==> src/rtl/mb_sata_bridge.sv <==
// mb_sata_bridge: register-mapped command engine between the MicroBlaze IP
// bus and the SATA wrapper user port. Holds programmable start address,
// word count, TX/RX data FIFOs and a stretched SATA controller reset.
//
// Optional feature macro: MB_SATA_BRIDGE_PERF_EN
//   defined   -> 0x18 PERF is a 32-bit saturating count of busy cycles with a
//                HOLD asserted, cleared at START and by CLR_ERR.
//   undefined -> no counter, 0x18 reads 0.
//
// Bus handshake (valid/ready view): MB_CS is the request valid, held by the
// master until it sees MB_RD_ACK/MB_WR_ACK. The bridge accepts an access on
// the first clock edge where CS is high and it is able to complete it; the
// ack is a registered one-cycle pulse in the following cycle, and no further
// access is accepted until CS has been seen low. A DATA write that meets a
// full TX FIFO is simply not accepted until space exists (or a beat pops in
// the same cycle).
//
// Commands written to CTRL are registered first and acted on by the FSM one
// cycle later, so the SATA enables follow the START ack by one cycle.

module mb_sata_bridge #(
   parameter int DATA_W      = 32,
   parameter int SATA_ADDR_W = 57,
   parameter int FIFO_DEPTH  = 16,
   parameter int CNT_W       = 16,
   parameter int RST_CYCLES  = 64
) (
   input  logic                   MB_CLK,
   input  logic                   MB_RESET_N,
   input  logic [31:0]            MB_ADDR,
   input  logic                   MB_CS,
   input  logic                   MB_RNW,
   input  logic [DATA_W-1:0]      MB_WDATA,
   output logic [DATA_W-1:0]      MB_RDATA,
   output logic                   MB_RD_ACK,
   output logic                   MB_WR_ACK,
   output logic                   SATA_WR_EN,
   output logic                   SATA_RD_EN,
   output logic [SATA_ADDR_W-1:0] SATA_ADDR,
   output logic [DATA_W-1:0]      SATA_WDATA,
   input  logic [DATA_W-1:0]      SATA_RDATA,
   input  logic                   SATA_WR_HOLD,
   input  logic                   SATA_RD_HOLD,
   input  logic                   SATA_WR_DONE,
   output logic                   SATA_CTRL_RESET_OUT,
   output logic [2:0]             dbg_state
);

   localparam int AW  = $clog2(FIFO_DEPTH);
   localparam int LW  = AW + 1;
   localparam int AHW = SATA_ADDR_W - 32;
   localparam int RCW = $clog2(RST_CYCLES) + 1;

   localparam logic [2:0] S_IDLE      = 3'd0;
   localparam logic [2:0] S_WRITE     = 3'd1;
   localparam logic [2:0] S_WAIT_DONE = 3'd2;
   localparam logic [2:0] S_READ      = 3'd3;
   localparam logic [2:0] S_RST       = 3'd4;

   logic [2:0]        state;
   logic [31:0]       addr_lo;
   logic [AHW-1:0]    addr_hi;
   logic [CNT_W-1:0]  count_reg;
   logic [CNT_W-1:0]  remaining;
   logic              cmd_wr_q, cmd_rd_q, cmd_rst_q;
   logic              acc_done;
   logic              done, err_busy, err_under;
   logic [RCW-1:0]    rst_cnt;

   logic [DATA_W-1:0] tx_mem [FIFO_DEPTH];
   logic [DATA_W-1:0] rx_mem [FIFO_DEPTH];
   logic [LW-1:0]     tx_wp, tx_rp, tx_level;
   logic [LW-1:0]     rx_wp, rx_rp, rx_level, rx_post;
   logic              tx_full, tx_empty, tx_push, tx_pop;
   logic              rx_full_post, rx_empty, rx_push, rx_pop;

   logic [3:0]        sel;
   logic              bus_go, is_data, wr_accept, rd_accept, underflow;
   logic              ctrl_wr, clr_err, busy;
   logic              start_wr_go, start_rd_go, rst_go, busy_cmd_err;
   logic [DATA_W-1:0] rd_val;
   logic [31:0]       perf_val;
   logic              unused_addr_bits;

   assign unused_addr_bits = ^{MB_ADDR[31:6], MB_ADDR[1:0]};
   assign dbg_state        = state;

   // Bus decode, FIFO status and SATA-side enables.
   always_comb begin
      sel          = MB_ADDR[5:2];
      is_data      = (sel == 4'd4);
      bus_go       = MB_CS & ~acc_done;
      busy         = (state != S_IDLE);

      tx_level     = tx_wp - tx_rp;
      tx_empty     = (tx_level == '0);
      tx_full      = (tx_level == LW'(FIFO_DEPTH));
      rx_level     = rx_wp - rx_rp;
      rx_empty     = (rx_level == '0);

      SATA_WR_EN   = (state == S_WRITE) && (remaining != '0) && !tx_empty;
      tx_pop       = SATA_WR_EN & ~SATA_WR_HOLD;
      tx_push      = bus_go & ~MB_RNW & is_data & (~tx_full | tx_pop);
      wr_accept    = bus_go & ~MB_RNW & (~is_data | ~tx_full | tx_pop);
      rd_accept    = bus_go & MB_RNW;
      rx_pop       = rd_accept & is_data & ~rx_empty;
      underflow    = rd_accept & is_data & rx_empty;

      // Full check on the level after this cycle's bus pop, so a pop at
      // full lets a beat in during the same cycle.
      rx_post      = rx_level - LW'(rx_pop);
      rx_full_post = (rx_post == LW'(FIFO_DEPTH));
      SATA_RD_EN   = (state == S_READ) && (remaining != '0) && !rx_full_post;
      rx_push      = SATA_RD_EN & ~SATA_RD_HOLD;

      ctrl_wr      = wr_accept & (sel == 4'd0);
      clr_err      = ctrl_wr & MB_WDATA[3];
      start_wr_go  = (state == S_IDLE) & cmd_wr_q;
      start_rd_go  = (state == S_IDLE) & cmd_rd_q & ~cmd_wr_q;
      rst_go       = (state == S_IDLE) & cmd_rst_q & ~cmd_wr_q & ~cmd_rd_q;
      busy_cmd_err = (state != S_IDLE) & (cmd_wr_q | cmd_rd_q | cmd_rst_q);

      SATA_CTRL_RESET_OUT = (state == S_RST);
      SATA_WDATA   = tx_empty ? '0 : tx_mem[tx_rp[AW-1:0]];
   end

   // Register read multiplexer.
   always_comb begin
      rd_val = '0;
      case (sel)
         4'd1: rd_val[31:0]      = addr_lo;
         4'd2: rd_val[AHW-1:0]   = addr_hi;
         4'd3: rd_val[CNT_W-1:0] = count_reg;
         4'd4: if (!rx_empty) rd_val = rx_mem[rx_rp[AW-1:0]];
         4'd5: rd_val[23:0]      = {8'(rx_level), 8'(tx_level), 4'b0000,
                                    err_under, err_busy, done, busy};
         4'd6: rd_val[31:0]      = perf_val;
         default: ;
      endcase
   end

   // Bus slave: acks, read data, config registers and command capture.
   always_ff @(posedge MB_CLK or negedge MB_RESET_N) begin
      if (!MB_RESET_N) begin
         MB_WR_ACK <= 1'b0;
         MB_RD_ACK <= 1'b0;
         MB_RDATA  <= '0;
         acc_done  <= 1'b0;
         addr_lo   <= '0;
         addr_hi   <= '0;
         count_reg <= '0;
         cmd_wr_q  <= 1'b0;
         cmd_rd_q  <= 1'b0;
         cmd_rst_q <= 1'b0;
      end else begin
         MB_WR_ACK <= wr_accept;
         MB_RD_ACK <= rd_accept;
         if (wr_accept || rd_accept) acc_done <= 1'b1;
         else if (!MB_CS)            acc_done <= 1'b0;
         if (rd_accept) MB_RDATA <= rd_val;
         cmd_wr_q  <= ctrl_wr & MB_WDATA[0];
         cmd_rd_q  <= ctrl_wr & MB_WDATA[1];
         cmd_rst_q <= ctrl_wr & MB_WDATA[2];
         if (wr_accept) begin
            case (sel)
               4'd1: addr_lo   <= MB_WDATA[31:0];
               4'd2: addr_hi   <= MB_WDATA[AHW-1:0];
               4'd3: count_reg <= MB_WDATA[CNT_W-1:0];
               default: ;
            endcase
         end
      end
   end

   // Command FSM with remaining count, latched address and status flags.
   always_ff @(posedge MB_CLK or negedge MB_RESET_N) begin
      if (!MB_RESET_N) begin
         state     <= S_IDLE;
         remaining <= '0;
         SATA_ADDR <= '0;
         done      <= 1'b0;
         err_busy  <= 1'b0;
         err_under <= 1'b0;
         rst_cnt   <= '0;
      end else begin
         if (clr_err) begin
            err_busy  <= 1'b0;
            err_under <= 1'b0;
         end
         if (underflow)    err_under <= 1'b1;
         if (busy_cmd_err) err_busy  <= 1'b1;
         case (state)
            S_IDLE: begin
               if (start_wr_go || start_rd_go) begin
                  SATA_ADDR <= {addr_hi, addr_lo};
                  remaining <= count_reg;
                  if (count_reg == '0) begin
                     done <= 1'b1;
                  end else begin
                     done  <= 1'b0;
                     state <= start_wr_go ? S_WRITE : S_READ;
                  end
               end else if (rst_go) begin
                  state   <= S_RST;
                  rst_cnt <= '0;
               end
            end
            S_WRITE: begin
               if (tx_pop) begin
                  remaining <= remaining - 1'b1;
                  if (remaining == CNT_W'(1)) state <= S_WAIT_DONE;
               end
            end
            S_WAIT_DONE: begin
               if (SATA_WR_DONE) begin
                  state <= S_IDLE;
                  done  <= 1'b1;
               end
            end
            S_READ: begin
               if (rx_push) begin
                  remaining <= remaining - 1'b1;
                  if (remaining == CNT_W'(1)) begin
                     state <= S_IDLE;
                     done  <= 1'b1;
                  end
               end
            end
            S_RST: begin
               if (rst_cnt == RCW'(RST_CYCLES - 1)) state <= S_IDLE;
               else                                  rst_cnt <= rst_cnt + 1'b1;
            end
            default: state <= S_IDLE;
         endcase
      end
   end

   // TX FIFO pointers; flushed when the SATA reset sequence starts.
   always_ff @(posedge MB_CLK or negedge MB_RESET_N) begin
      if (!MB_RESET_N) begin
         tx_wp <= '0;
         tx_rp <= '0;
      end else if (rst_go) begin
         tx_wp <= '0;
         tx_rp <= '0;
      end else begin
         if (tx_push) tx_wp <= tx_wp + 1'b1;
         if (tx_pop)  tx_rp <= tx_rp + 1'b1;
      end
   end

   // TX FIFO storage, written from the bus.
   always_ff @(posedge MB_CLK) begin
      if (tx_push) tx_mem[tx_wp[AW-1:0]] <= MB_WDATA;
   end

   // RX FIFO pointers; flushed when the SATA reset sequence starts.
   always_ff @(posedge MB_CLK or negedge MB_RESET_N) begin
      if (!MB_RESET_N) begin
         rx_wp <= '0;
         rx_rp <= '0;
      end else if (rst_go) begin
         rx_wp <= '0;
         rx_rp <= '0;
      end else begin
         if (rx_push) rx_wp <= rx_wp + 1'b1;
         if (rx_pop)  rx_rp <= rx_rp + 1'b1;
      end
   end

   // RX FIFO storage, written from the SATA read beats.
   always_ff @(posedge MB_CLK) begin
      if (rx_push) rx_mem[rx_wp[AW-1:0]] <= SATA_RDATA;
   end

`ifdef MB_SATA_BRIDGE_PERF_EN
   logic [31:0] perf_cnt;

   // Saturating count of busy cycles stalled by either HOLD.
   always_ff @(posedge MB_CLK or negedge MB_RESET_N) begin
      if (!MB_RESET_N)                             perf_cnt <= '0;
      else if (start_wr_go || start_rd_go || clr_err) perf_cnt <= '0;
      else if (busy && (SATA_WR_HOLD || SATA_RD_HOLD) && (perf_cnt != 32'hFFFF_FFFF))
         perf_cnt <= perf_cnt + 1'b1;
   end

   assign perf_val = perf_cnt;
`else
   assign perf_val = '0;
`endif

endmodule

==> config.mk <==
export PLATFORM = sky130hd
export DESIGN_NAME = mb_sata_bridge
export DESIGN_NICKNAME = d
export VERILOG_FILES = /design/src/rtl/mb_sata_bridge.sv
export SDC_FILE = /design/constraint.sdc
export NUM_CORES = 1
export LEC_CHECK = 0
export CORE_MARGIN = 2
export CORE_UTILIZATION = 55
export CTS_BUF_LIST = sky130_fd_sc_hd__clkbuf_2
export CTS_CLUSTER_DIAMETER = 40
export CTS_CLUSTER_SIZE = 16
export DETAILED_ROUTE_END_ITERATION = 16
export HOLD_SLACK_MARGIN = 0.06
export PLACE_DENSITY = 0.74
export REMOVE_ABC_BUFFERS = 1
export SLEW_MARGIN = 10
export SYNTH_ARGS = -nofsm -noshare
export SYNTH_HDL_FRONTEND = slang
export SYNTH_SLANG_ARGS = --single-unit
==> constraint.sdc <==
create_clock -name MB_CLK -period 7.95 [get_ports MB_CLK]
set_input_delay 0.795 -clock MB_CLK [delete_from_list [all_inputs] [get_ports MB_CLK]]
set_output_delay 0.795 -clock MB_CLK [all_outputs]
set_load 0.03 [all_outputs]
After elaboration in Yosys (flattened, before gate mapping)
Memory sizes are Yosys's and may differ from the RTL's.
Index checks and enable logic that the tools add are counted.
Cells by class
  add/subtract/negate cells: 9
  equal/unequal tests: 26
  muxes and demuxes: 48
  bitwise gates (word level): 37
  reductions and logical operators: 32
Operators with widths (count)
  case mux 16 bit (5 select lines): 1
  2-to-1 mux 32 bit: 2
  2-to-1 mux 16 bit: 3
  case mux 16 bit (3 select lines): 1
  2-to-1 mux 5 bit: 8
  case mux 8 bit (4 select lines): 1
  case mux 7 bit (2 select lines): 2
  2-to-1 mux 3 bit: 9
  AND 1 bit: 23
  2-to-1 mux 7 bit: 3
  adder 5 x 1 -> 5 bit (second input constant): 4
  == test 16 x 1 -> 1 bit (second input constant): 1
  zero test 16 bit: 1
  nonzero test 16 bit: 1
  subtractor 16 x 1 -> 16 bit (second input constant): 1
  case mux 3 bit (5 select lines): 1
  2-to-1 mux 1 bit: 14
  nonzero test 2 bit: 7
  inequality test 2 bit (second input constant): 6
  == test 5 bit (second input constant): 2
  zero test 5 bit: 2
  inequality test 2 x 1 -> 1 bit (second input constant): 5
  subtractor 5 bit: 2
  NOT 1 bit: 9
  24 further kinds: 43
Word-level totals
  register bits: 217
  memory bits (writable): 1024
  bits of input ports: 103
  output and inout bits: 129
  word-level logic and storage cells: 175
  memories kept: 2
Memory list
  rx_mem: words 16, width 32, read ports 1, clocked after memory_dff 0, wr ports 1, RTL line 71  | logic [DATA_W-1:0] rx_mem [FIFO_DEPTH];
  tx_mem: words 16, width 32, read ports 1, clocked after memory_dff 0, wr ports 1, RTL line 70  | logic [DATA_W-1:0] tx_mem [FIFO_DEPTH];

Longest topological paths before layout
  word-level depth: 12
  depth in mapped cells: 16
  depth with buffers taken out: 15

Worst setup path before layout
No wires, ideal clock.
  kind: flip-flop to flip-flop
  start: reg rx_rp[2]
  end: mem rx_mem[7][0], enable pin
  library setup time: 461 ps
  arrival time: 6006 ps
  data required time: 7489 ps
  path slack: 1483 ps
  stages on the path, launching flop included: 16
  buffers on the path: 3
  clock period less this slack: 6467 ps
  cell sequence: dfrtp_1 > buf_2 > buf_1 > clkinv_1 > clkbuf_1 > ha_1 > a21o_1 > a31oi_1 > mux2_2 > a21oi_1 > ha_1 > xor2_1 > and4_4 > a21oi_2 > nand2_1 > nor3_1
On the way
  longest elaborated chain between the ends: 11
Ends and longest elaborated chain
  start, declared: RTL line 73  | logic [LW-1:0] rx_wp, rx_rp, rx_level, rx_post;
  start signal, assigned: RTL line 267  | if (rx_pop) rx_rp <= rx_rp + 1'b1;
  subtractor 5 bit *: RTL line 98  | rx_level = rx_wp - rx_rp;
  zero test 5 bit: RTL line 99  | rx_empty = (rx_level == '0);
  NOT 1 bit: RTL line 106  | rx_pop = rd_accept & is_data & ~rx_empty;
  AND 1 bit: RTL line 106
  subtractor 5 x 1 -> 5 bit *: RTL line 111  | rx_post = rx_level - LW'(rx_pop);
  == test 5 bit *: RTL line 112  | rx_full_post = (rx_post == LW'(FIFO_DEPTH));
  zero test 1 bit *: RTL line 113  | SATA_RD_EN = (state == S_READ) && (remaining != '0) && !rx_full_post;
  logical AND 1 bit *: RTL line 113
  AND 1 bit *: RTL line 114  | rx_push = SATA_RD_EN & ~SATA_RD_HOLD;
  2-to-1 mux 1 bit *: RTL line 273  | if (rx_push) rx_mem[rx_wp[AW-1:0]] <= SATA_RDATA;
  2-to-1 mux 1 bit (not written as such) *: RTL line 273
  end, declared: RTL line 71
Mark *: on every way between the ends. The rest lies on a longest branch, timed or not.

Worst setup path in the final report
  start: reg rx_rp[2]
  end: out SATA_RD_EN
On the way
  longest elaborated chain between the ends: 8
Ends and longest elaborated chain
  subtractor 5 bit *: RTL line 98
  zero test 5 bit: RTL line 99
  NOT 1 bit: RTL line 106
  AND 1 bit: RTL line 106
  subtractor 5 x 1 -> 5 bit *: RTL line 111
  == test 5 bit *: RTL line 112
  zero test 1 bit *: RTL line 113
  logical AND 1 bit *: RTL line 113
  end, declared: RTL line 38  | output logic SATA_RD_EN,
Marked as above.

==> flow_metrics.env <==
export IMPL_via_per_inst=6.16
export IMPL_clock_sinks=1241
export IMPL_nNetsFinal=3066
export IMPL_p_total_w=0.0151
export IMPL_gr_total_overflow=0
export IMPL_start_util=0.557
export IMPL_place_congestion=0.853
export IMPL_boundaryPins=232
export IMPL_hold_viol=0
export IMPL_hp_class="in2reg"
export IMPL_antenna_found_initial=13
export IMPL_route_detailed_drc=0
export IMPL_cts_setup_buffers=0
export IMPL_area_growth_synth_to_final_pct=12.1
export IMPL_syn_inst=2669
export IMPL_fin_crit_ps=7130
export IMPL_final_cell_mix="edfxtp_1, nand2_1, mux4_2"
export IMPL_insertion_delay_ps=1580
export IMPL_grt_max_degree=104
export IMPL_die_area_um2=92000
export IMPL_cts_tree="done"
export IMPL_htreeDepth=4
export IMPL_fp_row_count=109
export IMPL_grtUsageTotal=0.261
export IMPL_path_class="reg2out"
export IMPL_fin_skew_ps=173
export IMPL_min_delay_path_depth=1
export IMPL_grt_pass1_wl_mm=173
export IMPL_cp_arrival_ps=6340
export IMPL_synth_distinct_cells=69
export IMPL_die_x_um=303
export IMPL_dr_pass1_iters=6
export IMPL_synth_seq_cells=1241
export IMPL_drive_gt1_frac=0.247
export IMPL_io_buffers=203
export IMPL_seq_area_frac_synth=0.734
export IMPL_antenna_left=0
export IMPL_fmax_mhz=140
export IMPL_vias=26083
export IMPL_clk_path_buf_depth=3
export IMPL_rsz0062_at_grt="false"
export IMPL_power_leakage_nw=19.0
export IMPL_clockRootBuffer="clkbuf_2"
export IMPL_timing_final_crit_share=0.897
export IMPL_syn_cell_area_um2=49300
export IMPL_syn_avg_cell_area_um2=18.5
export IMPL_final_common_cell="edfxtp_1"
export IMPL_endpoint_kind="output port"
export IMPL_ir_worst_vdd_uv=268
export IMPL_cp_required_ps=7150
export IMPL_first_global_vias=26806
export IMPL_worst_slew_pin_slew_ps=1320
export IMPL_powerDensity_nw_per_um2=274
export IMPL_ys_warnings_count=0
export IMPL_setup_violations=0
export IMPL_path_max_fanout=45
export IMPL_post_place_cells=3947
export IMPL_finalMaxSlewViolations=0
export IMPL_status="completed"
export IMPL_stdcell_count=4236
export IMPL_ctsHoldBuffers=14
export IMPL_cp_start_kind="flop"
export IMPL_hpwl_mm=68.9
export IMPL_wirelength_mm=117
export IMPL_synth_edf_count=1024
export IMPL_async_flop_share=0.175
export IMPL_core_um2=88500
export IMPL_max_cap_violations=0
export IMPL_rr_worst_depth=14
export IMPL_synthFlopType="edfxtp_1"
export IMPL_max_slew_margin=0.121
export IMPL_cts_buffers_inserted=141
export IMPL_wl_per_cell_um=27.7
export IMPL_post_cts_resize_count=0
export IMPL_drt_first_iter_violations=2752
export IMPL_clk_pin_slew_ps=240
export IMPL_die_h_um=303
## power breakdown
group	internal (W)	switching, W	total, W
combinational	0.00184	0.00186	0.00370
sequential	0.00726	0.000306	0.00757
clock	0.00149	0.00238	0.00387
## area by class of cell
cell class	count	area, um2
fillers	6090	33300
repair buffers	269	2610
multi-input cells	1260	12600
inverters	26	97.6
well taps	1165	1460
diodes	12	30.0
clock buffers	157	786
flip-flops and latches	1241	36200
clock inverters	106	1400
## cells in the mapped netlist, drive strengths merged (25+ instances only)
library cell     n  area share
nor2b           37      0.0047
o21ai           53      0.0056
inv             25      0.0019
nor2            69      0.0053
clkbuf          89      0.0068
mux2           101       0.024
nand2          385       0.029
edfxtp        1024        0.62
a21oi           39      0.0040
dfrtp          217        0.11
buf             53      0.0054
mux4           288        0.13
## critical path: stages (launching register included)
cell,delay (ps)
dfrtp_4,920
clkinv_1,140
buf_4,330
ha_1,410
a21o_1,210
a31oi_1,260
mux2_2,420
a21oi_1,490
ha_1,260
xor2_1,80
and4_4,230
nand2_1,100
nand2_1,60
nor2_1,190
clkdlybuf4s50_1,710
## kinds of logic (layout without fill, tap and decap cells)
logic type / count (synthesis) / count (layout) / share of synthesized area
flip-flops: 1241 / 1241 / 0.734
adder cells (fa/ha/maj): 24 / 24 / 0.00640
buffers and inverters: 168 / 558 / 0.0142
AO/OA/AOI/OAI: 184 / 184 / 0.0249
multiplexers: 401 / 401 / 0.158
XOR/XNOR: 39 / 39 / 0.00693
AND/OR/NAND/NOR: 612 / 612 / 0.0552
other: 0 / 12 / 0
## stage by stage
stage	setup TNS (ps)	utilization	instance area (um2)	setup WS, ps	hold slack (ps)
finish	0	0.624	55200	816	150
global placement	0	0.597	52800	1920	468
floorplan	-1408200	-	48700	-2590	448
detailed placement	0	0.597	52800	1720	468
global route	0	0.624	55200	456	49.6
CTS	0	0.623	55200	700	61.3
## path summary, 6_finish.rpt
| check | from | endpoint | slack, ps |
|---|---|---|---|
| max | rx_rp[2] | SATA_RD_EN | 820 |
| min | SATA_RDATA[6] | rx_mem[4][6] | 150 |
| max reg2reg | rx_rp[2] | rx_mem[5][25] | 1560 |
| min reg2reg | addr_hi[10] | SATA_ADDR[42] | 500 |
| max in group asynchronous | MB_RESET_N | SATA_ADDR[55] | 6580 |
| min in group asynchronous | MB_RESET_N | MB_RDATA[15] | 440 |
## layer usage
metal	GRT usage	up-vias	wire [um]
met5	0	-	67
met4	0.0877	10	3250
met3	0.0615	221	10700
met2	0.428	1205	58600
met1	0.349	13551	44500
li1	-	11096	-
No activity file was read; power rests on OpenSTA's default activity.
